File: src/rtl/completion_merger_if.sv
// Completion bus between the execution channels, the merger and the writeback
// consumer: per-channel completion inputs plus the registered writeback slots.
interface completion_merger_if #(
    parameter int NCH       = 3,
    parameter int NWB       = 2,
    parameter int ROB_W     = 5,
    parameter int PR_ADDR_W = 5,
    parameter int ARCH_W    = 4,
    parameter int DATA_W    = 8
);
    localparam int CHAN_W = $clog2(NCH);

    logic                      flush;
    logic                      wb_hold;
    logic [NCH-1:0]            in_valid;
    logic [NCH-1:0]            in_ready;
    logic [NCH*ROB_W-1:0]      in_rob;
    logic [NCH*PR_ADDR_W-1:0]  in_pdest;
    logic [NCH*ARCH_W-1:0]     in_arch;
    logic [NCH*DATA_W-1:0]     in_data;
    logic [NWB-1:0]            wb_valid;
    logic [NWB*ROB_W-1:0]      wb_rob;
    logic [NWB*PR_ADDR_W-1:0]  wb_pdest;
    logic [NWB*ARCH_W-1:0]     wb_arch;
    logic [NWB*DATA_W-1:0]     wb_data;
    logic [NWB*CHAN_W-1:0]     wb_chan;

    modport master (
        output flush, wb_hold, in_valid, in_rob, in_pdest, in_arch, in_data,
        input  in_ready, wb_valid, wb_rob, wb_pdest, wb_arch, wb_data, wb_chan
    );

    modport slave (
        input  flush, wb_hold, in_valid, in_rob, in_pdest, in_arch, in_data,
        output in_ready, wb_valid, wb_rob, wb_pdest, wb_arch, wb_data, wb_chan
    );
endinterface

File: src/rtl/completion_merger.sv
// Buffers completions from NCH channels in per-channel FIFOs and merges them
// round-robin onto NWB registered writeback slots. Define COMPLETION_BYPASS_EN
// to let an empty channel's input go straight to writeback in the same cycle.
module completion_merger #(
    parameter int NCH       = 3,
    parameter int NWB       = 2,
    parameter int DEPTH     = 4,
    parameter int PR_ADDR_W = 5,
    parameter int ROB_W     = 5,
    parameter int ARCH_W    = 4,
    parameter int DATA_W    = 8
) (
    input logic                clk,
    input logic                rst,
    completion_merger_if.slave bus
);
    localparam int CHAN_W = $clog2(NCH);
    localparam int PTR_W  = $clog2(DEPTH);
    localparam int ENT_W  = ROB_W + PR_ADDR_W + ARCH_W + DATA_W;
    localparam logic [PTR_W:0] FULL = (PTR_W+1)'(DEPTH);

    logic [ENT_W-1:0]  mem        [NCH][DEPTH];
    logic [PTR_W-1:0]  rd_ptr     [NCH];
    logic [PTR_W-1:0]  wr_ptr     [NCH];
    logic [PTR_W:0]    count      [NCH];
    logic [ENT_W-1:0]  in_entry   [NCH];
    logic [ENT_W-1:0]  head_entry [NCH];
    logic [NCH-1:0]    head_valid;
    logic [NCH-1:0]    bypass;
    logic [NCH-1:0]    grant;
    logic [NCH-1:0]    push;
    logic [NCH-1:0]    pop;
    logic [CHAN_W-1:0] rr;
    logic [CHAN_W-1:0] rr_next;

    logic [NWB-1:0]    slot_valid;
    logic [CHAN_W-1:0] slot_chan  [NWB];
    logic [NWB-1:0]    wb_valid_q;
    logic [ENT_W-1:0]  wb_entry_q [NWB];
    logic [CHAN_W-1:0] wb_chan_q  [NWB];

    // Ready looks only at the registered count, so a full FIFO never pops through.
    always_comb begin
        for (int c = 0; c < NCH; c++) begin
            in_entry[c] = {bus.in_rob[c*ROB_W +: ROB_W],
                           bus.in_pdest[c*PR_ADDR_W +: PR_ADDR_W],
                           bus.in_arch[c*ARCH_W +: ARCH_W],
                           bus.in_data[c*DATA_W +: DATA_W]};
            bus.in_ready[c] = (count[c] != FULL);
`ifdef COMPLETION_BYPASS_EN
            bypass[c] = (count[c] == '0) && bus.in_valid[c];
`else
            bypass[c] = 1'b0;
`endif
            head_valid[c] = (count[c] != '0) || bypass[c];
            head_entry[c] = bypass[c] ? in_entry[c] : mem[c][rd_ptr[c]];
        end
    end

    // Scan from rr, granting non-empty heads into slots 0,1,... until NWB are used.
    always_comb begin
        int n;
        int ch;
        logic [CHAN_W-1:0] ch_idx;
        n       = 0;
        ch      = 0;
        ch_idx  = '0;
        grant   = '0;
        slot_valid = '0;
        rr_next = rr;
        for (int k = 0; k < NWB; k++) slot_chan[k] = '0;
        if (!bus.flush && !bus.wb_hold) begin
            for (int i = 0; i < NCH; i++) begin
                ch = int'(rr) + i;
                if (ch >= NCH) ch = ch - NCH;
                ch_idx = CHAN_W'(ch);
                if (n < NWB && head_valid[ch_idx]) begin
                    grant[ch_idx] = 1'b1;
                    for (int k = 0; k < NWB; k++) begin
                        if (k == n) begin
                            slot_valid[k] = 1'b1;
                            slot_chan[k]  = ch_idx;
                        end
                    end
                    rr_next = (ch == NCH - 1) ? '0 : CHAN_W'(ch + 1);
                    n = n + 1;
                end
            end
        end
    end

    // A granted bypass entry never touches its FIFO.
    always_comb begin
        for (int c = 0; c < NCH; c++) begin
            push[c] = bus.in_valid[c] && bus.in_ready[c] && !bus.flush
                      && !(bypass[c] && grant[c]);
            pop[c]  = grant[c] && !bypass[c];
        end
    end

    always_ff @(posedge clk) begin
        for (int c = 0; c < NCH; c++) begin
            if (push[c]) mem[c][wr_ptr[c]] <= in_entry[c];
        end
    end

    always_ff @(posedge clk or negedge rst) begin
        if (!rst) begin
            rr <= '0;
            for (int c = 0; c < NCH; c++) begin
                rd_ptr[c] <= '0;
                wr_ptr[c] <= '0;
                count[c]  <= '0;
            end
        end else if (bus.flush) begin
            rr <= '0;
            for (int c = 0; c < NCH; c++) begin
                rd_ptr[c] <= '0;
                wr_ptr[c] <= '0;
                count[c]  <= '0;
            end
        end else begin
            rr <= rr_next;
            for (int c = 0; c < NCH; c++) begin
                rd_ptr[c] <= rd_ptr[c] + PTR_W'(pop[c]);
                wr_ptr[c] <= wr_ptr[c] + PTR_W'(push[c]);
                count[c]  <= count[c] + (PTR_W+1)'(push[c]) - (PTR_W+1)'(pop[c]);
            end
        end
    end

    // Idle slots keep their old payload; only the valid bit drops.
    always_ff @(posedge clk or negedge rst) begin
        if (!rst) begin
            wb_valid_q <= '0;
            for (int k = 0; k < NWB; k++) begin
                wb_entry_q[k] <= '0;
                wb_chan_q[k]  <= '0;
            end
        end else begin
            wb_valid_q <= slot_valid;
            for (int k = 0; k < NWB; k++) begin
                if (slot_valid[k]) begin
                    wb_entry_q[k] <= head_entry[slot_chan[k]];
                    wb_chan_q[k]  <= slot_chan[k];
                end
            end
        end
    end

    always_comb begin
        bus.wb_valid = wb_valid_q;
        for (int k = 0; k < NWB; k++) begin
            bus.wb_rob[k*ROB_W +: ROB_W]           = wb_entry_q[k][ENT_W-1 -: ROB_W];
            bus.wb_pdest[k*PR_ADDR_W +: PR_ADDR_W] = wb_entry_q[k][DATA_W+ARCH_W +: PR_ADDR_W];
            bus.wb_arch[k*ARCH_W +: ARCH_W]        = wb_entry_q[k][DATA_W +: ARCH_W];
            bus.wb_data[k*DATA_W +: DATA_W]        = wb_entry_q[k][0 +: DATA_W];
            bus.wb_chan[k*CHAN_W +: CHAN_W]        = wb_chan_q[k];
        end
    end
endmodule

File: src/flat_wrapper.sv
// flat-port wrapper written by rule: the top's interface ports become plain ports
module completion_merger_flat 
#(
    parameter int NCH       = 3,
    parameter int NWB       = 2,
    parameter int DEPTH     = 4,
    parameter int PR_ADDR_W = 5,
    parameter int ROB_W     = 5,
    parameter int ARCH_W    = 4,
    parameter int DATA_W    = 8
)
  (clk, rst, bus_flush, bus_wb_hold, bus_in_valid, bus_in_rob, bus_in_pdest, bus_in_arch, bus_in_data, bus_in_ready, bus_wb_valid, bus_wb_rob, bus_wb_pdest, bus_wb_arch, bus_wb_data, bus_wb_chan);
  completion_merger_if #(.NCH(NCH), .NWB(NWB), .ROB_W(ROB_W), .PR_ADDR_W(PR_ADDR_W), .ARCH_W(ARCH_W), .DATA_W(DATA_W)) bus_i ();
  input logic clk;
  input logic rst;
  input wire logic [$bits(bus_i.flush)-1:0] bus_flush;
  input wire logic [$bits(bus_i.wb_hold)-1:0] bus_wb_hold;
  input wire logic [$bits(bus_i.in_valid)-1:0] bus_in_valid;
  input wire logic [$bits(bus_i.in_rob)-1:0] bus_in_rob;
  input wire logic [$bits(bus_i.in_pdest)-1:0] bus_in_pdest;
  input wire logic [$bits(bus_i.in_arch)-1:0] bus_in_arch;
  input wire logic [$bits(bus_i.in_data)-1:0] bus_in_data;
  output wire logic [$bits(bus_i.in_ready)-1:0] bus_in_ready;
  output wire logic [$bits(bus_i.wb_valid)-1:0] bus_wb_valid;
  output wire logic [$bits(bus_i.wb_rob)-1:0] bus_wb_rob;
  output wire logic [$bits(bus_i.wb_pdest)-1:0] bus_wb_pdest;
  output wire logic [$bits(bus_i.wb_arch)-1:0] bus_wb_arch;
  output wire logic [$bits(bus_i.wb_data)-1:0] bus_wb_data;
  output wire logic [$bits(bus_i.wb_chan)-1:0] bus_wb_chan;
  assign bus_i.flush = bus_flush;
  assign bus_i.wb_hold = bus_wb_hold;
  assign bus_i.in_valid = bus_in_valid;
  assign bus_i.in_rob = bus_in_rob;
  assign bus_i.in_pdest = bus_in_pdest;
  assign bus_i.in_arch = bus_in_arch;
  assign bus_i.in_data = bus_in_data;
  assign bus_in_ready = bus_i.in_ready;
  assign bus_wb_valid = bus_i.wb_valid;
  assign bus_wb_rob = bus_i.wb_rob;
  assign bus_wb_pdest = bus_i.wb_pdest;
  assign bus_wb_arch = bus_i.wb_arch;
  assign bus_wb_data = bus_i.wb_data;
  assign bus_wb_chan = bus_i.wb_chan;
  completion_merger #(.NCH(NCH), .NWB(NWB), .DEPTH(DEPTH), .PR_ADDR_W(PR_ADDR_W), .ROB_W(ROB_W), .ARCH_W(ARCH_W), .DATA_W(DATA_W)) u_core (.clk(clk), .rst(rst), .bus(bus_i));
endmodule
File: config.mk
export PLATFORM = sky130hd
export DESIGN_NAME = completion_merger_flat
export DESIGN_NICKNAME = d
export VERILOG_FILES = /design/src/rtl/completion_merger_if.sv /design/src/rtl/completion_merger.sv /design/src/flat_wrapper.sv
export SDC_FILE = /design/constraint.sdc
export NUM_CORES = 1
export LEC_CHECK = 0
export ABC_CLOCK_PERIOD_IN_PS = 4400
export CAP_MARGIN = 20
export CELL_PAD_IN_SITES_DETAIL_PLACEMENT = 1
export CELL_PAD_IN_SITES_GLOBAL_PLACEMENT = 1
export CORE_MARGIN = 10
export CORE_UTILIZATION = 31
export DETAILED_ROUTE_END_ITERATION = 8
export PLACE_DENSITY_LB_ADDON = 0.25
export SLEW_MARGIN = 20
export SYNTH_ARGS = -nofsm -noshare
export SYNTH_HDL_FRONTEND = slang
export SYNTH_SLANG_ARGS = --single-unit
export TNS_END_PERCENT = 50
File: constraint.sdc
create_clock -name clk -period 4.4 [get_ports clk]
set_input_delay 1.1 -clock clk [delete_from_list [all_inputs] [get_ports clk]]
set_output_delay 1.1 -clock clk [all_outputs]
set_load 0.05 [all_outputs]
==> flow_summary.toml, run 1 <==
[outcome]
status = "completed"

[setup_path]
max_stage_delay_ns = 0.55
timing.setup.critical_path_class = "reg2reg"
worst_ep_required_time_ns = 4.82
crit_top_cell = "ha_1"
crit_buf_inv = 2
slowest_stage = "nor4_4"
reg2reg_to = "u_core.bus.wb_arch[0]$_DFFE_PN0P_"
timing.rr.start = "u_core.rr[0]$_DFFE_PN0P_"
cp.depth = 12
rr_worst_depth = 12
crit_path_cell_trace = "inv_1 > ha_1 > nor4_4 > a211oi_1 > a21o_1 > ha_1 > nor2b_1 > nor4b_1 > o31a_1 > buf_4 > o2bb2ai_1 > a221o_1"
reg2reg_slack_ns = 0.55
cp-start-kind = "flop"
crit_fanout = 22
cp-end-kind = "flop"
cp_top_family = "simple AND/OR/NAND/NOR gates"
cp.arrival_ns = 4.27

[min_path]
min_from = "u_core.bus.wb_chan[0]$_DFFE_PN0P_"
hold_depth = 1
min_to = "u_core.bus.wb_chan[0]$_DFFE_PN0P_"
min_path_type = "reg2reg"

[detailed_routing]
route.detailed.drc = 0
first_pass_iters = 5
ant_nets = 0
routed_wl_mm = 37.07
drt-wirelength-per-cell_um = 22.43
vias = 8236
drtIter0Drc = 690
viasPerCell = 4.982

[cts]
cts_tree = "done"
root_buffer = "clkbuf_16"
clkTransAtPathRegs_ns = 0.06
post_cts_buffers = 0
clock_sinks = 337
clk_latency_ns = 0.55
ctsResizeCount = 0
hold_buffers = 0
htreeDepth = 2
numCtsBuffers = 38
clk_path_buf_depth = 3

[floorplanning]
dieArea_um2 = 54840
rows = 78
ioPinCount = 126
die_h_um = 234.2
initial_core_util = 0.3134
coreArea_um2 = 45380
die_x_um = 234.2

[logic_synthesis]
ys_seq_area_frac = 0.6859
synth_area_per_cell_um2 = 16.25
synth_top_cell_area_share = 0.5575
synth_top_flop_cell = "edfxtp_1"
yosysUniqueCellTypes = 64
syn_area_um2 = 14220
yosysTopAreaCell = "edfxtp_1"
yosysWarnings = 0
syn_inst = 875
syn_nets = 968
ys_seq_elements = 337
postSynth.asyncResetShare = 0.2166
synth_edf_count = 264
synth.area.top_cells = "edfxtp_1, dfrtp_1, mux4_2"

[grt]
grt_pass1_vias = 8835
grt.total_usage = 0.1341
grt.overflow.total = 0
grt_pass1_wl_mm = 56.13
antenna_found_initial = 4
grt_max_degree = 46

[place]
dpl.hpwl_mm = 26.05
io_buffers = 125
placed_cell_area_um2 = 16320
gp_congestion = 0.8003

[timing]
finalHoldViolCount = 0
setup_viol = 0
max-slew-margin-rel = 0.3893
fin_worst_skew_ns = 0.01406
rsz0062_at_grt = "false"
fin_crit_sh = 0.8744
layout_min_cycle_time_ns = 3.848
fmax_mhz = 259.9
worst_pin_slew_ns = 0.9160
finalSetupTns_ns = 0
report.final.slew_viol_count = 0

[pwr]
power_mw = 11.91
peakVddDrop_uv = 288.2
power_density_nw_per_um2 = 678.5
leakagePower_nw = 5.899

[layout]
stdcell_area_um2 = 17550
final_nets = 1115
drive_gt1_frac = 0.1559
synthToLayoutAreaGrowth_pct = 23.39
fin_util = 0.3867

[run]
drv_cap = 0
-- cell usage after synthesis (2+ instances only) --
| library cell | count |
|---|---|
| buf_6 | 3 |
| a21o_1 | 3 |
| fa_1 | 3 |
| ha_1 | 17 |
| or3_1 | 6 |
| dfrtp_1 | 73 |
| o21ai_0 | 28 |
| buf_1 | 2 |
| nor3_1 | 4 |
| xnor2_1 | 12 |
| mux4_2 | 45 |
| inv_2 | 2 |
| mux2i_1 | 64 |
| nand2_1 | 40 |
| o2bb2ai_1 | 22 |
| nand4_1 | 2 |
| or2_1 | 2 |
| nand3b_1 | 3 |
| nor2_1 | 25 |
| inv_1 | 19 |
| o211ai_1 | 22 |
| nor3b_1 | 3 |
| edfxtp_1 | 264 |
| nand2b_1 | 6 |
| and3_1 | 5 |
| buf_2 | 10 |
| nor2b_1 | 16 |
| a211oi_1 | 2 |
| clkbuf_1 | 36 |
| and2_1 | 2 |
| a21oi_1 | 12 |
| o22ai_1 | 21 |
| a21boi_0 | 22 |
| a221o_1 | 22 |
| buf_4 | 3 |
| o21ai_1 | 2 |
| nand3_1 | 25 |
-- metal layers --
layer | up-vias | track usage | part of all wire | routed length (µm)
met2 | 187 | 0.2034 | 0.45 | 16750
li1 | 3748 | - | - | -
met4 | 6 | 0.04737 | 0.028 | 1032
met1 | 4233 | 0.1873 | 0.46 | 17240
met3 | 62 | 0.02768 | 0.054 | 2011
met5 | - | 0 | 0.0011 | 41
-- final cells by class --
cell class              instances  area (µm²)
inverters                      21       78.83
fillers                      4586       27830
diodes                          1       2.502
repair buffers                161        1544
clock inverters                25       222.7
clock buffers                  45       997.2
flip-flops and latches        337        9757
multi-input cells             463        4195
well taps                     600       750.7
-- through the flow --
stage / hold WS, ns / setup WS (ns) / std cells
global route: 0.5162 / 0.3001 / 1653
global placement: 0.4632 / 0.6492 / 1582
floorplan: 0.5546 / 0.5942 / 875
CTS: 0.4948 / 0.6476 / 1652
finish: 0.4903 / 0.5524 / 1653
detailed placement: 0.4785 / 0.6789 / 1582
-- registers in the layout, indices dropped and copies added, names as in the netlist --
register and count:
u_core.mem 264, u_core.bus.wb_data 16, u_core.bus.wb_pdest 10, u_core.bus.wb_rob 10
u_core.count 9, u_core.bus.wb_arch 8, u_core.rd_ptr 6, u_core.wr_ptr 6
u_core.bus.wb_chan 4, u_core.bus.wb_valid 2, u_core.rr 2
-- power breakdown --
group          switching [mW]  internal (mW)
Clock                    1.31           1.76
Combinational            2.92           1.75
Sequential              0.350           3.82
Total                    4.58           7.33
-- how the worst max path moves through the flow --
stage | from | end | slack (ns)
2_1_floorplan | bus_flush | u_core.mem[0][154]$_DFFE_PP_ | 0.59
3_3_place_gp | u_core.count[4]$_DFF_PN0_ | u_core.bus.wb_data[6]$_DFFE_PN0P_ | 0.65
4_1_cts | u_core.rr[0]$_DFFE_PN0P_ | u_core.bus.wb_arch[0]$_DFFE_PN0P_ | 0.65
5_1_grt | u_core.rr[1]$_DFFE_PN0P_ | u_core.count[8]$_DFF_PN0_ | 0.30
3_5_place_dp | u_core.rr[0]$_DFFE_PN0P_ | u_core.bus.wb_arch[0]$_DFFE_PN0P_ | 0.68
6_report | u_core.rr[0]$_DFFE_PN0P_ | u_core.bus.wb_arch[0]$_DFFE_PN0P_ | 0.55
-- cells by family after synthesis --
family                     share of synthesized area
muxes                                         0.1171
buffers and inverters                        0.02305
AOI/OAI and AO/OA                            0.09027
DFF                                           0.6859
xor gates and xnor gates                    0.008006
adders and majority gates                    0.01918
and+or+nand+nor                              0.05648
-- placed cells by master (no fill, tap or decap), types with 5 or more instances in the layout --
cell type	Yosys	final
xnor2_1	12	12
mux4_2	45	45
nand2_1	40	40
clkinv_1	0	8
o22ai_1	21	21
nand3_1	25	25
o21ai_0	28	28
a21boi_0	22	22
edfxtp_1	264	264
nand2b_1	6	6
nor2_2	0	5
nor2_1	25	20
clkdlybuf4s50_1	0	124
inv_1	19	19
clkbuf_1	36	5
a221o_1	22	22
dfrtp_1	73	71
clkbuf_16	0	38
and3_1	5	5
clkinv_2	0	9
nor2b_1	16	16
o2bb2ai_1	22	22
buf_4	3	35
or3_1	6	6
ha_1	17	17
a21oi_1	12	12
o211ai_1	22	22
mux2i_1	64	64
(Power assumes the default switching activity.)
==> run 2: changes to the inputs <==
- ABC_AREA: default -> 1
==> run 2 against run 1 <==
  * Non-clock buffer count shrank 7
  * Register-to-register slack gained 0.15 ns
  * Clock skew hardly changed
  * Critical path type unchanged
  * Sequential power is 1% lower
  * Flip-flop and latch count did not move
==> flow_summary.toml, run 2 <==
[logic_synthesis]
synth_edf_count = 264
ys_seq_elements = 337
syn_inst = 1182
yosysTopAreaCell = "edfxtp_1"
postSynth.asyncResetShare = 0.2166
ys_seq_area_frac = 0.6911
yosysUniqueCellTypes = 36
yosysMostFrequentCell = "nand2_1"
syn_nets = 1275
syn_area_um2 = 14110
synth.area.top_cells = "edfxtp_1, dfrtp_1, nand2_1"
yosysWarnings = 0
synth_area_per_cell_um2 = 11.94
synth_common_cells = "nand2_1, edfxtp_1, dfrtp_1, nor2_1, nand3_1"
synth_top_flop_cell = "edfxtp_1"
synth_top_cell_area_share = 0.5617

[grt]
grt.overflow.total = 0
grt_pass1_vias = 10200
grt_pass1_wl_mm = 62.89
grt_max_degree = 74
grt_util_met3 = 0.02499
grt_use_met2 = 0.2433
grtUsageMet1 = 0.2096
grt.total_usage = 0.1527
antenna_found_initial = 0
grt.busiest_layer = "met2"

[layout]
seqCellArea_um2 = 9756
antennaDiodeCount = 0
final_nets = 1402
mostFrequentLayoutCells = "nand2_1, edfxtp_1, clkdlybuf4s50_1"
fin_util = 0.3850
synthToLayoutAreaGrowth_pct = 23.24
multi_input_area_um2 = 3900
drive_gt1_frac = 0.1016
final_common_cell = "nand2_1"
final_cells = 1939
fillers = 4808
largest_register_ffs = 264

[setup_path]
worst_ep_required_time_ns = 4.84
reg2reg_slack_ns = 0.70
cp-end-kind = "flop"
cp.arrival_ns = 4.13
crit_fanout = 8
cp-start-kind = "flop"
timing.setup.critical_path_class = "reg2reg"

[pwr]
leakagePower_nw = 6.484
power_density_nw_per_um2 = 663.7
power_frac_clock = 0.278
p_comb_frac = 0.364
p_sw_frac = 0.3956
peakVddDrop_uv = 324.6
pwr-share-seq = 0.358
internal_power_mw = 6.978
p_sw_mw = 4.568

[timing]
fin_crit_sh = 0.8404
report.final.slew_viol_count = 0
setup_viol = 0
fin_worst_skew_ns = 0.01358
max-slew-margin-rel = 0.4026
finalHoldViolCount = 0
rsz0062_at_grt = "false"
layout_min_cycle_time_ns = 3.698
worst_pin_slew_ns = 0.8961
fmax_mhz = 270.4
finalSetupTns_ns = 0

[place]
io_buffers = 125
place_inst = 1866
gp_congestion = 0.8185
dpl.hpwl_mm = 28.37

[cts]
clkTransAtPathRegs_ns = 0.06
hold_buffers = 0
cts_tree = "done"
ctsResizeCount = 0
htreeDepth = 2
post_cts_buffers = 0
clk_latency_ns = 0.55
numCtsBuffers = 40
root_buffer = "clkbuf_16"
clock_sinks = 337
clk_path_buf_depth = 3

[floorplanning]
die_h_um = 233.4
rows = 78
initial_core_util = 0.3124
ioPinCount = 126
dieArea_um2 = 54470
coreArea_um2 = 45190
die_x_um = 233.4

[detailed_routing]
vias = 9732
route.detailed.drc = 0
first_pass_iters = 5
drt-wirelength-per-cell_um = 21.54
ant_nets = 0
viasPerCell = 5.019
routed_wl_mm = 41.76
drtIter0Drc = 739

[run]
drv_cap = 0

[min_path]
min_path_type = "in2async"

[outcome]
status = "completed"
==> run 2: cell types whose count changed in the layout (fill, tap and decap cells not counted), sizes merged, moves of 26 or more <==
| cell | previous run | this run |
|---|---|---|
| a21oi | 12 | 59 |
| a22oi | 1 | 42 |
| a32o | 0 | 44 |
| inv | 22 | 59 |
| mux2i | 64 | 0 |
| mux4 | 45 | 0 |
| nand2 | 40 | 278 |
| nand3 | 25 | 71 |
| nand4 | 2 | 28 |
| nor2 | 25 | 73 |
==> run 2: worst max-delay path, stage by stage (launching register included) <==
cell and delay (ns):
dfrtp_1 0.38, inv_1 0.08, ha_1 0.39, inv_2 0.17, nand2_1 0.09, nor2_1 0.16, inv_2 0.06, nand2_2 0.13
ha_1 0.17, inv_1 0.15, nand2_4 0.18, inv_2 0.07, a221oi_1 0.29, nor2_1 0.14, ha_1 0.29, inv_1 0.06
ha_1 0.13, inv_1 0.05, fa_1 0.37, o21ai_0 0.17, a21oi_1 0.05
==> run 2: path summary, 6_finish.rpt <==
kind | startpoint | to | cells past startpoint
worst max-delay path | u_core.rr[0]$_DFFE_PN0P_ | u_core.count[8]$_DFF_PN0_ | 20
worst min register to register | u_core.bus.wb_chan[3]$_DFFE_PN0P_ | u_core.bus.wb_chan[3]$_DFFE_PN0P_ | 2
min in group clk | u_core.bus.wb_chan[3]$_DFFE_PN0P_ | u_core.bus.wb_chan[3]$_DFFE_PN0P_ | 2
worst max register to register | u_core.rr[0]$_DFFE_PN0P_ | u_core.count[8]$_DFF_PN0_ | 20
max in group asynchronous | rst | u_core.rd_ptr[5]$_DFF_PN0_ | 2
worst min-delay path | rst | u_core.wr_ptr[1]$_DFF_PN0_ | 1
==> run 2: through the flow <==
stage | instance area (µm²) | hold WS [ns] | power [mW] | setup slack, ns
2_1_floorplan | 14110 | 0.4780 | 6.842 | 0.6234
3_3_place_gp | 16090 | 0.5127 | 8.332 | 0.8003
3_5_place_dp | 16090 | 0.5203 | 8.401 | 0.7337
4_1_cts | 17370 | 0.5334 | 11.66 | 0.7029
5_1_grt | 17400 | 0.4427 | 12.20 | 0.3422
6_report | 17400 | 0.4385 | 11.55 | 0.7021
==> run 2: layout make-up <==
| cell class | instances | area share |
|---|---|---|
| Sequential cell | 337 | 0.5608 |
| Multi-Input combinational cell | 717 | 0.2242 |
| Timing Repair Buffer | 154 | 0.08545 |
| Clock buffer | 52 | 0.06366 |
| Tap cell | 600 | 0.04316 |
| Inverter | 59 | 0.01273 |
| Clock inverter | 20 | 0.009998 |
==> run 2: power groups by stage <==
stage / combinational (mW) / sequential, mW / clock [mW]
final: 4.20 / 4.13 / 3.21
after global routing: 4.60 / 4.17 / 3.43
after CTS: 4.23 / 4.14 / 3.30
after detailed placement: 4.20 / 4.20 / 0
after global placement: 4.14 / 4.20 / 0
after floorplan: 2.11 / 4.73 / 0
==> run 2: layer usage <==
metal	wire length (µm)	share of wire	vias to the layer above
met1	19400	0.46	4908
met4	878	0.021	0
met2	19510	0.47	226
met3	1978	0.047	52
met5	0	0	-
li1	-	-	4546
==> run 2: logic make-up (layout without fill, tap and decap cells) <==
logic type | count (synthesis) | in the layout | synth area share
compound gates | 227 | 227 | 0.1089
xor+xnor | 5 | 5 | 0.003102
simple gates | 465 | 465 | 0.1407
flops | 337 | 337 | 0.6911
fa+ha+maj | 20 | 20 | 0.01932
buf+inv | 128 | 285 | 0.03688
